## config.mk

```make
export PLATFORM = sky130hd
export DESIGN_NAME = count_wrap_monitor
export DESIGN_NICKNAME = d
export VERILOG_FILES = /design/src/rtl/count_wrap_monitor.sv
export SDC_FILE = /design/constraint.sdc
export NUM_CORES = 1
export LEC_CHECK = 0
export ABC_AREA = 1
export BUFFER_PORTS_ARGS = -buffer_cell sky130_fd_sc_hd__buf_2
export CORE_MARGIN = 1
export CORE_UTILIZATION = 30
export CTS_CLUSTER_DIAMETER = 120
export DETAILED_ROUTE_END_ITERATION = 8
export HOLD_SLACK_MARGIN = 0.1
export SLEW_MARGIN = 10
export SYNTH_ARGS = -nofsm -noshare
export SYNTH_HDL_FRONTEND = slang
export SYNTH_SLANG_ARGS = --single-unit
```

## constraint.sdc

```tcl
create_clock -name clk -period 1.7 [get_ports clk]
set_input_delay 0.17 -clock clk [delete_from_list [all_inputs] [get_ports clk]]
set_output_delay 0.17 -clock clk [all_outputs]
set_load 0.02 [all_outputs]
```

## src/rtl/count_wrap_monitor.sv

```systemverilog
// count_wrap_monitor: watches a 4-bit synchronous up counter, checks each
// sample for a legal advance (hold or +1 mod 16), extends the count with a
// wrap counter and reports wrap, compare-match and illegal-step events.
// All outputs come straight from registers (latency 1 from the sampled q_in).
module count_wrap_monitor #(
  parameter int HI_W  = 8,
  parameter int ERR_W = 4
) (
  input  logic                clk,
  input  logic                reset,
  input  logic [3:0]          q_in,
  input  logic [HI_W+3:0]     cmp_val,
  output logic [HI_W+3:0]     ext_count,
  output logic                wrap_pulse,
  output logic                match_pulse,
  output logic                step_err,
  output logic                err_sticky,
  output logic [ERR_W-1:0]    err_cnt
);

  localparam logic [ERR_W-1:0] ERR_MAX = {ERR_W{1'b1}};

  logic              primed_q, primed_d;
  logic [3:0]        q_reg_q, q_reg_d;
  logic [HI_W-1:0]   hi_q, hi_d;
  logic              wrap_q, wrap_d;
  logic              match_q, match_d;
  logic              step_q, step_d;
  logic              sticky_q, sticky_d;
  logic [ERR_W-1:0]  err_q, err_d;

  logic [3:0]        q_inc;
  logic [HI_W+3:0]   ext_q, ext_d;

  assign q_inc = q_reg_q + 4'd1;
  assign ext_q = {hi_q, q_reg_q};
  assign ext_d = {hi_d, q_reg_d};

  // Classify the sampled value against the held one and form next state.
  always_comb begin
    primed_d = 1'b1;
    q_reg_d  = q_in;
    hi_d     = hi_q;
    wrap_d   = 1'b0;
    step_d   = 1'b0;
    sticky_d = sticky_q;
    err_d    = err_q;
    match_d  = 1'b0;
    if (primed_q) begin
      if (q_in == q_reg_q) begin
        // hold: nothing changes
      end else if (q_reg_q == 4'd15 && q_in == 4'd0) begin
        hi_d   = hi_q + HI_W'(1);
        wrap_d = 1'b1;
      end else if (q_in == q_inc) begin
        // normal step: q_reg_d already follows q_in
      end else begin
        step_d   = 1'b1;
        sticky_d = 1'b1;
        if (err_q != ERR_MAX) begin
          err_d = err_q + ERR_W'(1);
        end
      end
      // Match fires only on entry to cmp_val, never while sitting on it.
      match_d = (ext_d == cmp_val) && (ext_q != cmp_val);
    end
  end

  // State and output registers; reset clears all history.
  always_ff @(posedge clk) begin
    if (reset) begin
      primed_q <= 1'b0;
      q_reg_q  <= '0;
      hi_q     <= '0;
      wrap_q   <= 1'b0;
      match_q  <= 1'b0;
      step_q   <= 1'b0;
      sticky_q <= 1'b0;
      err_q    <= '0;
    end else begin
      primed_q <= primed_d;
      q_reg_q  <= q_reg_d;
      hi_q     <= hi_d;
      wrap_q   <= wrap_d;
      match_q  <= match_d;
      step_q   <= step_d;
      sticky_q <= sticky_d;
      err_q    <= err_d;
    end
  end

  assign ext_count   = ext_q;
  assign wrap_pulse  = wrap_q;
  assign match_pulse = match_q;
  assign step_err    = step_q;
  assign err_sticky  = sticky_q;
  assign err_cnt     = err_q;

endmodule

```

### Word-level counts from Yosys, hierarchy flattened

Cells that the tools add are included.
Widths: inputs -> output; s select.

| operators by class | value |
|---|---|
| add/subtract/negate cells | 3 |
| equal/unequal tests | 6 |
| mux-type cells | 6 |
| bitwise gates (word level) | 4 |
| reduce and logical (&&, ||, !) cells | 8 |

Operators with widths:

| kind | number |
|---|---|
| $mux 8 | 3 |
| $eq 12x12->1 | 1 |
| $ne 12x12->1 | 1 |
| $add 4x1->4 const B | 2 |
| $add 8x1->8 const B | 1 |
| $eq 4x4->1 | 2 |
| $reduce_and 5->1 | 1 |
| $eq 4x4->1 const B | 1 |
| $logic_not 4->1 | 1 |
| $ne 4x4->1 const B | 1 |
| $not 1->1 | 4 |
| $reduce_and 4->1 | 1 |
| $reduce_or 4->1 | 1 |
| $mux 1 | 3 |
| $reduce_or 3->1 | 1 |
| $logic_and 1x1->1 | 2 |
| $reduce_or 2->1 | 1 |

| word-level totals | value |
|---|---|
| bits in registers | 21 |
| input port bits | 18 |
| output and inout port bits | 20 |
| logic and storage cells | 35 |

### Longest topological paths before layout

| logic depth | value |
|---|---|
| word-level depth | 7 |
| mapped depth | 12 |
| mapped depth without buffers | 12 |

### Worst setup path after synthesis

OpenSTA, ideal clock, no wires.

| timing | value |
|---|---|
| kind | register to register |
| from | register q_reg_q[1] |
| to | register match_q, in the netlist match_pulse |
| data arrival time | 1.573 ns |
| setup slack | 0.009 ns |
| stages on the path, launching flop included | 11 |
| clock period less this slack | 1.691 ns |
| cells stage by stage | dfxtp_1 > ha_1 > nand3_2 > nor2_8 > nand2_1 > o21ai_0 > nand2_1 > a21boi_0 > nor2_1 > nand3_1 > nor2_1 |

| on the way | value |
|---|---|
| cells in the longest elaborated chain, start to end | 7 |

Ends and longest elaborated chain:

| what | line | RTL |
|---|---|---|
| start, declared | 24 | `logic [3:0] q_reg_q, q_reg_d;` |
| start signal, assigned | 82 | `q_reg_q <= q_reg_d;` |
| $eq 4x4->1 | 52 | `end else if (q_reg_q == 4'd15 && q_in == 4'd0) begin` |
| $logic_and 1x1->1 | 52 |  |
| $mux 8 | 52 |  |
| $mux 8 | 50 | `if (q_in == q_reg_q) begin` |
| $mux 8 | 49 | `if (primed_q) begin` |
| $eq 12x12->1 | 65 | `match_d = (ext_d == cmp_val) && (ext_q != cmp_val);` |
| $logic_and 1x1->1 * | 65 |  |
| end signal, assigned | 85 | `match_q <= match_d;` |
| end, declared | 27 | `logic match_q, match_d;` |

Mark *: on every way between the ends. The rest lies on a longest branch, timed or not.
A chain may end at the register's enable or synchronous reset.

### Worst setup path in the final report

| timing | value |
|---|---|
| from | register q_reg_q[1] |
| to | register err_q[3], in the netlist err_cnt[3] |

| on the way | value |
|---|---|
| cells in the longest elaborated chain, start to end | 4 |

Ends and longest elaborated chain:

| what | line | RTL |
|---|---|---|
| $add 4x1->4 / $eq 4x4->1 (equally long branches) | 35, 52 |  |
| $eq 4x4->1 / $logic_and 1x1->1 (equally long branches) | 55, 52 |  |
| $not 1->1 (no line) | - |  |
| $reduce_and 5->1 (no line) * | - |  |
| end signal, assigned | 88 | `err_q <= err_d;` |
| end, declared | 30 | `logic [ERR_W-1:0] err_q, err_d;` |

Marks and branches as above.

==> summary.md <==
| Metric | Value |
|---|---|
| Initial antenna violation count | 0 |
| Fin. Hold Viols | 0 |
| Max cap viols | 0 |
| Setup Crit Path Kind | flip-flop to flip-flop |
| Wire per inst | 10.7 um |
| Yosys top cell area share | roughly 29% |
| Placed wire-length estimate | 2990 um |
| Setup violators final | 0 |
| Synth top area cells | dfxtp_1 (29%), nand2_1 (18%), inv_1 (8.4%) |
| Simple-Gate Fraction of Synth Area | 42.9% |
| Post-Place Worst Slack | roughly 0.082 ns |
| Worst-Skew Late Latency | about 0.27 ns |
| Final core utilization | 40.0% |
| Hold buffer count at CTS | 0 |
| GRT Total Usage | 15.4% |
| Worst Path Required | 1.87 ns |
| Fmax | 639 MHz |
| Largest family of logic cells by synthesized area | simple AND/OR/NAND/NOR gates |
| Layout cell share with drive strength beyond 1 | a little over a quarter |
| Setup crit end kind | flip-flop |
| Final period util | between 90% and 100% |
| Die width | 72.0 um |
| Drt total wl | 3720 um |
| RSZ-0062 raised after global routing | false |
| Synthesized area | 1470 sq um |
| Largest net degree at the start of global routing | 14 |
| Combinational Power Share | 22.0% |
| Syn Area/Cell | 6.43 sq um |
| Compound-Gate Fraction of Synth Area | 8.93% |
| Ports | 38 |
| First-pass GRT wire length | 6200 um |
| Reg power frac | 47.1% |
| Filler cells | 530 |
| Crit-path cells | buf_4, inv_1, nand2_1, nand2_1, nor2_2, nand2_4, nand2_2, nor2_2, nand3_4, nor3_1, nor2_1 |
| Internal power | 0.000775 W |
| Clock Power Share | 30.9% |
| Synthesis-stage register bit count | 21 |
| Min-delay worst type | input pin to flip-flop |
| Synth Warn # | 0 |
| Core ar. | 4720 sq um |
| Number of cell rows | 25 |
| CTS tree | yes |
| Vias in the first global route | 1426 |
| Total gr overflow | 0 |
| Register area | 422 sq um |
| Crit-path slowest cell | dfxtp_1 |
| Seq/Total Area, Yosys | between 20 and 30% |
| Most common cell after layout, fill and taps aside | nand2_1 |
| Measured slew at the worst slew-check pin | between 0.3 and 0.4 ns |
| Slew Limit Fails | 0 |
| Post-synthesis net count | 250 |
| DR pass1 iterations | 6 |
| Worst rel slew slack | 79.6% |
| Initial core utilization | 31.2% |
| Nets | 301 |
| Max Root-Sink Buffers | 2 |
| Port Buf Inserts | 37 |
| Clock-pin slew on the worst setup and hold paths | 0.08 ns |
| Sink Count | 21 |
| Final WS setup | 0.135 ns |
| XOR/XNOR Fraction of Synth Area | 7.14% |
| Violated checks | design-rule violations |
| Status | finished with violations |
| DRC violations left | 2 |
| Root Buffer | clkbuf_8 |
| Critical Path Fanout Max | 7 |
| Leading area contributor after synthesis | dfxtp_1 |
| Vias | 1529 |
| P_sw | 0.000359 W |
| Crit start category | flip-flop |
| Die Y | 72.0 um |
| TNS Setup | 0 ns |
| Routed vias/inst | 4.42 |
| Clock skew | 0.00215 ns |
| Lkg Pwr | 0.973 nW |
| IR Drop Worst-Case VDD | roughly 0.00024 V |
| CTS buffer count | 3 |
| Antenna cells | 0 |
| Post-synthesis mux area share | 0% |
| Area grow syn2layout | 28.3% |
| Leading cell types in the layout, fill and taps excluded | nand2_1 (69), buf_2 (37), inv_1 (33) |
| Area occupied by multi-input gates | 937 sq um |
| Critical Path Max Stage Delay | around 0.33 ns |
| Synthesized instance count | 229 |
| DR iter-0 viols | 67 |
| Final hold slack | 0.176 ns |
| H-tree Lvls | 1 |
| Post-synthesis adder-cell area fraction | 2.55% |
| Total power | ~0.0011 W |
| Sw Ratio | 31.6% |
| Die area | 5190 sq um |
| Crit path DAT | between 1.5 and 2 ns |
| Routability congestion estimate | 0.845 |
| Post-layout min period | ~1.6 ns |
| Pwr dens | 601 nW/um^2 |
| Post-DRT Antenna Nets | 0 |
| Count of cell types in the netlist | 28 |
## per-stage QoR
stage	std cells	instance area [sq um]
floorplan	229	1470
global placement	340	1800
detailed placement	340	1800
CTS	344	1850
global route	346	1890
finish	346	1890
## worst max-delay path: cells and delay by family, from the launching register on
kind	cells	cell delay, ns
and+or+nand+nor	9	0.92
buffers and inverters	2	0.22
DFF	1	0.33
## power by group through the flow
stage | registers, W | clock network [W] | logic (W)
2_1_floorplan | 0.000566 | 0 | 0.000133
3_3_place_gp | 0.000543 | 0 | 0.000243
3_5_place_dp | 0.000545 | 0 | 0.000244
4_1_cts | 0.000533 | 0.000360 | 0.000245
5_1_grt | 0.000538 | 0.000376 | 0.000282
6_report | 0.000534 | 0.000350 | 0.000250
## state kept, by name, summed over array words and instances, names as in the netlist
register and count:
hi_q 8, err_cnt 4, q_reg_q 4, err_sticky 1, match_pulse 1, primed_q 1
step_err 1, wrap_pulse 1
## layout make-up
cell class / instances / area share [%]
Clock buffer: 3 / 2.19
Clock inverter: 1 / 0.398
Inverter: 35 / 7.22
Multi-Input combinational cell: 172 / 49.6
Sequential cell: 21 / 22.3
Tap cell: 67 / 4.44
Timing Repair Buffer: 47 / 13.8
## final timing paths
path	start	to	slack (ns)	depth (start not counted)
min reg2reg	err_sticky	err_sticky	0.49	2
max reg2reg	q_reg_q[1]	err_cnt[3]	0.13	11
max	q_reg_q[1]	err_cnt[3]	0.13	11
min	q_in[2]	q_reg_q[2]	0.18	3
## per-layer routing
| metal | share of wire (%) | wire length, um | GRT usage, % | vias to the layer above |
|---|---|---|---|---|
| met5 | 0 | 0 | 0 | - |
| met1 | 49 | 1820 | 19.5 | 675 |
| li1 | - | - | - | 824 |
| met4 | 1.8 | 68 | 7.41 | 0 |
| met2 | 47 | 1730 | 25.8 | 23 |
| met3 | 2.4 | 91 | 2.22 | 7 |
## synthesized netlist by cell type (all sizes together)
cell    count
xor2        5
ha          3
inv        33
clkbuf      1
a21oi      10
nand2      73
o211ai      2
nand3      18
nand4       9
clkinv      2
buf         1
nor3        1
a21boi      1
nor2       29
dfxtp      21
or2         2
o21ai      11
xnor2       7
## repair_timing
item | in CTS | in global routing
endpoints found under the setup margin | 0 | 5
buffers inserted | 0 | 1
resized for setup | 0 | 9
## kinds of logic (layout without fill, tap and decap cells)
logic type / Yosys count / count (layout)
xor+xnor: 12 / 12
flops: 21 / 21
fa+ha+maj: 3 / 3
buf+inv: 37 / 86
simple gates: 132 / 133
compound gates: 24 / 24
Power figures use the tool's default switching activity.
